[src/rtl/pb_port_pkg.sv]
// Shared definitions for the PicoBlaze-style port-bus initiator: op encodings,
// FSM states, command kinds and the read-modify-write merge helper.
package pb_port_pkg;

   localparam logic [1:0] PB_OP_READ  = 2'b00;
   localparam logic [1:0] PB_OP_WRITE = 2'b01;
   localparam logic [1:0] PB_OP_RMW   = 2'b10;

   localparam int PB_MAX_READ_LATENCY = 15;

   typedef enum logic [2:0] {
      PB_IDLE,
      PB_SETUP,
      PB_RSTB,
      PB_WAIT,
      PB_WSTB,
      PB_RESP
   } pb_state_t;

   typedef enum logic [1:0] {
      PB_KIND_READ,
      PB_KIND_WRITE,
      PB_KIND_RMW
   } pb_kind_t;

   // Reserved op 11 falls back to a read; RMW collapses to a read when disabled.
   function automatic pb_kind_t pb_decode_op(input logic [1:0] op, input logic rmw_en);
      pb_kind_t kind;
      case (op)
         PB_OP_READ:  kind = PB_KIND_READ;
         PB_OP_WRITE: kind = PB_KIND_WRITE;
         PB_OP_RMW:   kind = rmw_en ? PB_KIND_RMW : PB_KIND_READ;
         default:     kind = PB_KIND_READ;
      endcase
      return kind;
   endfunction

   function automatic logic [7:0] pb_rmw_merge(input logic [7:0] old_val,
                                               input logic [7:0] wdata,
                                               input logic [7:0] mask);
      return (old_val & ~mask) | (wdata & mask);
   endfunction

endpackage

[src/rtl/pb_port_master.sv]
// Port-bus initiator: one read/write/RMW command in, one response out.
// Read-modify-write is built only when PB_PORT_MASTER_RMW_EN is defined.
module pb_port_master
   import pb_port_pkg::*;
#(
   parameter int READ_LATENCY = 1
) (
   input  logic       clk,
   input  logic       reset,
   input  logic       cmd_valid,
   output logic       cmd_ready,
   input  logic [1:0] cmd_op,
   input  logic [7:0] cmd_addr,
   input  logic [7:0] cmd_wdata,
   input  logic [7:0] cmd_mask,
   output logic       rsp_valid,
   input  logic       rsp_ready,
   output logic [7:0] rsp_rdata,
   output logic [7:0] port_id,
   output logic [7:0] out_port,
   input  logic [7:0] in_port,
   output logic       read_strobe,
   output logic       write_strobe
);

   localparam int              CNT_W       = $clog2(PB_MAX_READ_LATENCY + 1);
   localparam logic            SINGLE_LAT  = (READ_LATENCY == 1);
   localparam logic [CNT_W-1:0] LAT_LOAD   = (READ_LATENCY >= 2) ? CNT_W'(READ_LATENCY - 2)
                                                                 : '0;
`ifdef PB_PORT_MASTER_RMW_EN
   localparam logic RMW_EN = 1'b1;
`else
   localparam logic RMW_EN = 1'b0;
`endif

   pb_state_t        state, state_nxt;
   pb_state_t        after_read;
   pb_kind_t         kind_q;
   logic [CNT_W-1:0] lat_cnt;
   logic             armed;
   logic             accept;
   logic             sample;

`ifdef PB_PORT_MASTER_RMW_EN
   logic [7:0] wdata_q;
   logic [7:0] mask_q;

   assign after_read = (kind_q == PB_KIND_RMW) ? PB_WSTB : PB_RESP;
`else
   logic mask_unused;

   assign mask_unused = ^cmd_mask;
   assign after_read  = PB_RESP;
`endif

   // NOTE: sequential state uses non-blocking assignments so every flop samples
   // pre-edge values regardless of process ordering.
   always_ff @(posedge clk or negedge reset) begin
      if (!reset) begin
         state <= PB_IDLE;
      end else begin
         state <= state_nxt;
      end
   end

   // Strobes and handshakes decode straight from the state register, so an
   // asynchronous reset removes them without waiting for a clock edge.
   always_comb begin
      // NOTE: every output of this block gets a default first, so no path can
      // infer a latch.
      state_nxt    = state;
      cmd_ready    = 1'b0;
      rsp_valid    = 1'b0;
      read_strobe  = 1'b0;
      write_strobe = 1'b0;
      accept       = 1'b0;
      sample       = 1'b0;

      case (state)
         PB_IDLE: begin
            cmd_ready = armed;
            if (cmd_valid && armed) begin
               accept    = 1'b1;
               state_nxt = PB_SETUP;
            end
         end
         PB_SETUP: begin
            state_nxt = (kind_q == PB_KIND_WRITE) ? PB_WSTB : PB_RSTB;
         end
         PB_RSTB: begin
            read_strobe = 1'b1;
            if (SINGLE_LAT) begin
               sample    = 1'b1;
               state_nxt = after_read;
            end else begin
               state_nxt = PB_WAIT;
            end
         end
         PB_WAIT: begin
            if (lat_cnt == '0) begin
               sample    = 1'b1;
               state_nxt = after_read;
            end
         end
         PB_WSTB: begin
            write_strobe = 1'b1;
            state_nxt    = PB_RESP;
         end
         PB_RESP: begin
            rsp_valid = 1'b1;
            if (rsp_ready) begin
               state_nxt = PB_IDLE;
            end
         end
         default: begin
            state_nxt = PB_IDLE;
         end
      endcase
   end

   always_ff @(posedge clk or negedge reset) begin
      if (!reset) begin
         armed     <= 1'b0;
         kind_q    <= PB_KIND_READ;
         lat_cnt   <= '0;
         port_id   <= 8'h00;
         out_port  <= 8'h00;
         rsp_rdata <= 8'h00;
      end else begin
         // Holds cmd_ready low until the first edge after reset release.
         armed <= 1'b1;

         if (accept) begin
            kind_q    <= pb_decode_op(cmd_op, RMW_EN);
            port_id   <= cmd_addr;
            out_port  <= cmd_wdata;
            rsp_rdata <= 8'h00;
         end

         if (state == PB_RSTB) begin
            lat_cnt <= LAT_LOAD;
         end else if (state == PB_WAIT) begin
            lat_cnt <= lat_cnt - 1'b1;
         end

         if (sample) begin
            rsp_rdata <= in_port;
`ifdef PB_PORT_MASTER_RMW_EN
            if (kind_q == PB_KIND_RMW) begin
               out_port <= pb_rmw_merge(in_port, wdata_q, mask_q);
            end
`endif
         end
      end
   end

`ifdef PB_PORT_MASTER_RMW_EN
   always_ff @(posedge clk or negedge reset) begin
      if (!reset) begin
         wdata_q <= 8'h00;
         mask_q  <= 8'h00;
      end else if (accept) begin
         wdata_q <= cmd_wdata;
         mask_q  <= cmd_mask;
      end
   end
`endif

endmodule

[config.mk]
export PLATFORM = sky130hd
export DESIGN_NAME = pb_port_master
export DESIGN_NICKNAME = d
export VERILOG_FILES = /design/src/rtl/pb_port_pkg.sv /design/src/rtl/pb_port_master.sv
export SDC_FILE = /design/constraint.sdc
export NUM_CORES = 1
export LEC_CHECK = 0
export ABC_AREA = 0
export BUFFER_PORTS_ARGS = -buffer_cell sky130_fd_sc_hd__buf_2
export CAP_MARGIN = 20
export CORE_ASPECT_RATIO = 0.5
export CORE_UTILIZATION = 30
export CTS_CLUSTER_DIAMETER = 60
export DETAILED_ROUTE_END_ITERATION = 6
export PLACE_DENSITY_LB_ADDON = 0.15
export RECOVER_POWER = 25
export SYNTH_ARGS = -nofsm -noshare
export SYNTH_HDL_FRONTEND = slang
export SYNTH_SLANG_ARGS = --single-unit
[constraint.sdc]
create_clock -name clk -period 1.87 [get_ports clk]
set_input_delay 0.4675 -clock clk [delete_from_list [all_inputs] [get_ports clk]]
set_output_delay 0.4675 -clock clk [all_outputs]
set_load 0.005 [all_outputs]
# Word level (Yosys, flattened, before mapping)
# Cells that the tools add are included.
# word_totals
wordCells,43
regBits,34
output_inout_bits,28
# classes
addsub,1
n_reduce_logical,7
n_eq_ne,10
mux,18
# ops
cell,count
two-way mux 8 bit,2
one-hot mux 3 bit (5 select lines),1
two-way mux 3 bit,4
two-way mux 1 bit,8
two-way mux 4 bit,2
"equality test 3 x 2 -> 1 bit, second input constant",2
"equality test 3 bit, second input constant",2
"!= test 2 bit, second input constant",3
"equality test 2 x 1 -> 1 bit, second input constant",2
logical NOT 4 bit,1
nonzero test 2 bit,2
"subtractor 4 x 1 -> 4 bit, second input constant",1
"equality test 3 x 1 -> 1 bit, second input constant",1
logical NOT 3 bit,1
AND reduction 3 bit,1
one-hot mux 1 bit (2 select lines),1
OR reduction 2 bit,1
logical AND 1 bit,1

# Logic depth before layout (Yosys ltp)
# logic_depth
word_depth,5
ltp_mapped,6
mapped_depth_nobuf,5

# Worst setup path before layout
# Ideal clock, no wire load.
# synth_path
path_kind,reg-to-reg
startpoint,register lat_cnt[0]
endpoint,register rsp_rdata[0]
stages_incl_launch_ff,7
setup_ps,125
arrival_ps,1640
synth_period_minus_slack_ps,1765
required_time_ps,1745
setup_slack_ps,105
cell_sequence,dfrtp_1 -> inv_1 -> ha_1 -> or3b_2 -> a21o_1 -> buf_2 -> mux2_2
# synth_between
elab_chain_len,4
# synth_lines
item,line_no,source
from (decl),pb_port_master.sv:39,logic [CNT_W-1:0] lat_cnt;
from (signal assigned),pb_port_master.sv:143,lat_cnt <= lat_cnt - 1'b1;
logical NOT 4 bit (*),pb_port_master.sv:100,if (lat_cnt == '0) begin
two-way mux 1 bit (*),pb_port_master.sv:100,
one-hot mux 1 bit (2 select lines) (*),pb_port_master.sv:79,case (state)
two-way mux 8 bit or nonzero test 2 bit (tied branches),--,
to (signal assigned),pb_port_master.sv:147,rsp_rdata <= in_port;
to (decl),pb_port_master.sv:18,"output logic [7:0] rsp_rdata,"
# Mark *: on every way between the ends. The rest lies on a longest branch, timed or not.
# A chain may end at the register's enable or synchronous reset.

# Worst setup path after layout
# layout_path
startpoint,register state[1]
endpoint,output cmd_ready
# layout_between
elab_chain_len,2
# layout_lines
item,line_no,source
from (decl),pb_port_master.sv:36,"pb_state_t state, state_nxt;"
from (signal assigned),pb_port_master.sv:62,state <= state_nxt;
logical NOT 3 bit,pb_port_master.sv:79,
two-way mux 1 bit,pb_port_master.sv:79,
to (decl),pb_port_master.sv:11,"output logic cmd_ready,"
# No other way between the ends.

==> flow_metrics.env <==
export IMPL_outcome="complete, no violations"
export IMPL_insertedDiodeCount=0
export IMPL_cts_root_buf="clkbuf_8"
export IMPL_synth_async_reset_ratio_pct=100.0
export IMPL_antenna_found_initial=0
export IMPL_grt_max_degree=34
export IMPL_routed_wl_um=2888
export IMPL_nNetsFinal=219
export IMPL_layout_min_cycle_time_ns=1.783
export IMPL_postCtsSetupBuffers=0
export IMPL_cp_max_fo=10
export IMPL_place_gp_congestion=0.6610
export IMPL_die_x_um=102.8
export IMPL_finalNonFillerCells=246
export IMPL_syn_area_per_cell_um2=13.48
export IMPL_critPathCaptureType="output port"
export IMPL_fin_tns_setup_ns=0
export IMPL_powerDensity_nw_per_um2=1586
export IMPL_ir_worst_vdd_mv=0.6386
export IMPL_synthCells=113
export IMPL_wire_per_inst_um=11.74
export IMPL_synth_area_um2=1523
export IMPL_drive_gt1_share_pct=58.89
export IMPL_max_freq_ghz=0.5610
export IMPL_synth_distinct_cells=26
export IMPL_insertion_delay_ns=0.28
export IMPL_vias=1068
export IMPL_die_area_um2=5382
export IMPL_fp_row_count=17
export IMPL_slew_viol_final=0
export IMPL_start_util_pct=32.84
export IMPL_final_util_pct=43.31
export IMPL_final_hold_viol_count=0
export IMPL_synth_seq_cells=33
export IMPL_grt_overflow=0
export IMPL_yosys_top_cells_count="dfrtp_1, mux2_2, mux2_4"
export IMPL_io_pins=66
export IMPL_cp_start_kind="flip-flop"
export IMPL_tightest_slew_ns=0.8237
export IMPL_maxCapViolCount=0
export IMPL_rsz0062_at_grt="no"
export IMPL_cts_resized=0
export IMPL_core_area_um2=4637
export IMPL_path_clk_slew_ns=0.07
export IMPL_grt_pass1_wl_um=5133
export IMPL_dp_hpwl_um=2053
export IMPL_synth_ff_type="dfrtp_1"
export IMPL_grt_usage_pct=13.03
export IMPL_hold_slack_ns=0.3568
export IMPL_crit_type="reg2out"
export IMPL_cts_sinks=33
export IMPL_final_setup_viol_count=0
export IMPL_drt_initial_drc_count=21
export IMPL_synthTopCellsByArea="dfrtp_1, mux2_2, mux2_4, a21boi_0, nand2b_1"
export IMPL_placed_area_um2=1914
export IMPL_yosys_area_top_type="dfrtp_1"
export IMPL_yosysMostFrequentCell="dfrtp_1"
export IMPL_synth_warnings=0
export IMPL_antenna_left=0
export IMPL_fin_area_um2=2008
export IMPL_power_leakage_nw=1.033
export IMPL_die_y_um=52.38
export IMPL_worst_endpoint_required_ns=1.40
export IMPL_finalPower_mw=3.184
export IMPL_period_share_pct=95.33
export IMPL_first_pass_iters=4
export IMPL_synth_top_area_share_pct=54.23
export IMPL_viasPerCell=4.341
export IMPL_drc=0
export IMPL_dp_cells=238
export IMPL_cts_hold_buf=0
export IMPL_slew_headroom_pct=45.09
export IMPL_port_buffers=57
export IMPL_syn_to_final_growth_pct=31.88
export IMPL_synth_edf_count=0
export IMPL_cts_tree="yes"
export IMPL_h_tree_depth=2
export IMPL_hold_class="in2async"
export IMPL_cts_buffers=5
export IMPL_grt_pass1_vias=1090
export IMPL_place_worst_setup_slack_ns=0.03693
export IMPL_cts_buffer_depth=2
export IMPL_cp_arrival_ns=1.32
export IMPL_syn_num_nets=153
export IMPL_ys_seq_area_share_pct=54.23
export IMPL_worst_slack_ns=0.08731
export IMPL_skew_ns=0.004939
[critical path: stages, from the launching register on]
cell and delay, ns:
dfrtp_2 0.45, nor4b_4 0.29, buf_6 0.18, buf_2 0.12
[kinds of logic after synthesis]
logic type	count (synthesis)	share of synthesized area [%]
fa+ha+maj	2	1.643
other cells	1	0.2463
simple gates	21	9.121
buf+inv	9	3.369
compound gates	21	9.696
mux	26	21.69
flops	33	54.23
[cell type report]
type	instances	area (um2)
clock buffer	6	72.57
tap	66	82.58
timing repair buffer	66	354.1
fill	468	2629
clock inverter	2	10.01
multi-input combinational	71	653.1
inverter	2	7.507
sequential	33	828.3
[layer usage]
metal  track usage (%)  wire length, um  share of wire, %
met5                 0                0                 0
met4             5.634               27              0.93
met1             16.47             1333                46
met3             3.600              127               4.4
met2             21.11             1400                48
[state kept, by name, indices dropped and copies added (netlist names)]
signal     count
kind_q         1
armed          1
port_id        8
lat_cnt        4
rsp_rdata      8
state          3
out_port       8
[final timing paths]
| kind | start | to | slack [ns] | depth (start not counted) |
|---|---|---|---|---|
| max | state[1]$_DFFE_PN0P_ | cmd_ready | 0.09 | 3 |
| min | reset | out_port[0]$_DFFE_PN0P_ | 0.36 | 2 |
| max reg2reg | lat_cnt[1]$_DFFE_PN0P_ | rsp_rdata[4]$_DFFE_PN0P_ | 0.12 | 5 |
| min reg2reg | out_port[2]$_DFFE_PN0P_ | out_port[2]$_DFFE_PN0P_ | 0.50 | 1 |
| max in group asynchronous | reset | state[2]$_DFFE_PN0P_ | 0.93 | 2 |
| min in group clk | in_port[3] | rsp_rdata[3]$_DFFE_PN0P_ | 0.42 | 2 |
[cell usage in the layout (no fill, tap or decap), types with 2 or more instances in the layout]
cell type | synthesis | layout
clkinv_2 | 0 | 2
nor3b_1 | 3 | 3
ha_1 | 2 | 2
o21ai_0 | 3 | 3
inv_1 | 2 | 2
nor2_1 | 3 | 3
a22o_1 | 2 | 2
nand2_1 | 5 | 5
dfrtp_1 | 33 | 31
buf_4 | 0 | 7
buf_2 | 2 | 57
a21oi_1 | 3 | 3
nand2b_1 | 5 | 5
dfrtp_2 | 0 | 2
clkbuf_8 | 0 | 5
a21boi_0 | 8 | 8
mux2_2 | 16 | 16
mux2_4 | 10 | 10
[report_power, final]
part	total [mW]	internal [mW]	switching (mW)
logic	1.40	0.859	0.540
registers	1.27	1.07	0.206
clock network	0.513	0.258	0.256
total	3.18	2.18	1.00
Power figures use the tool's default switching activity.
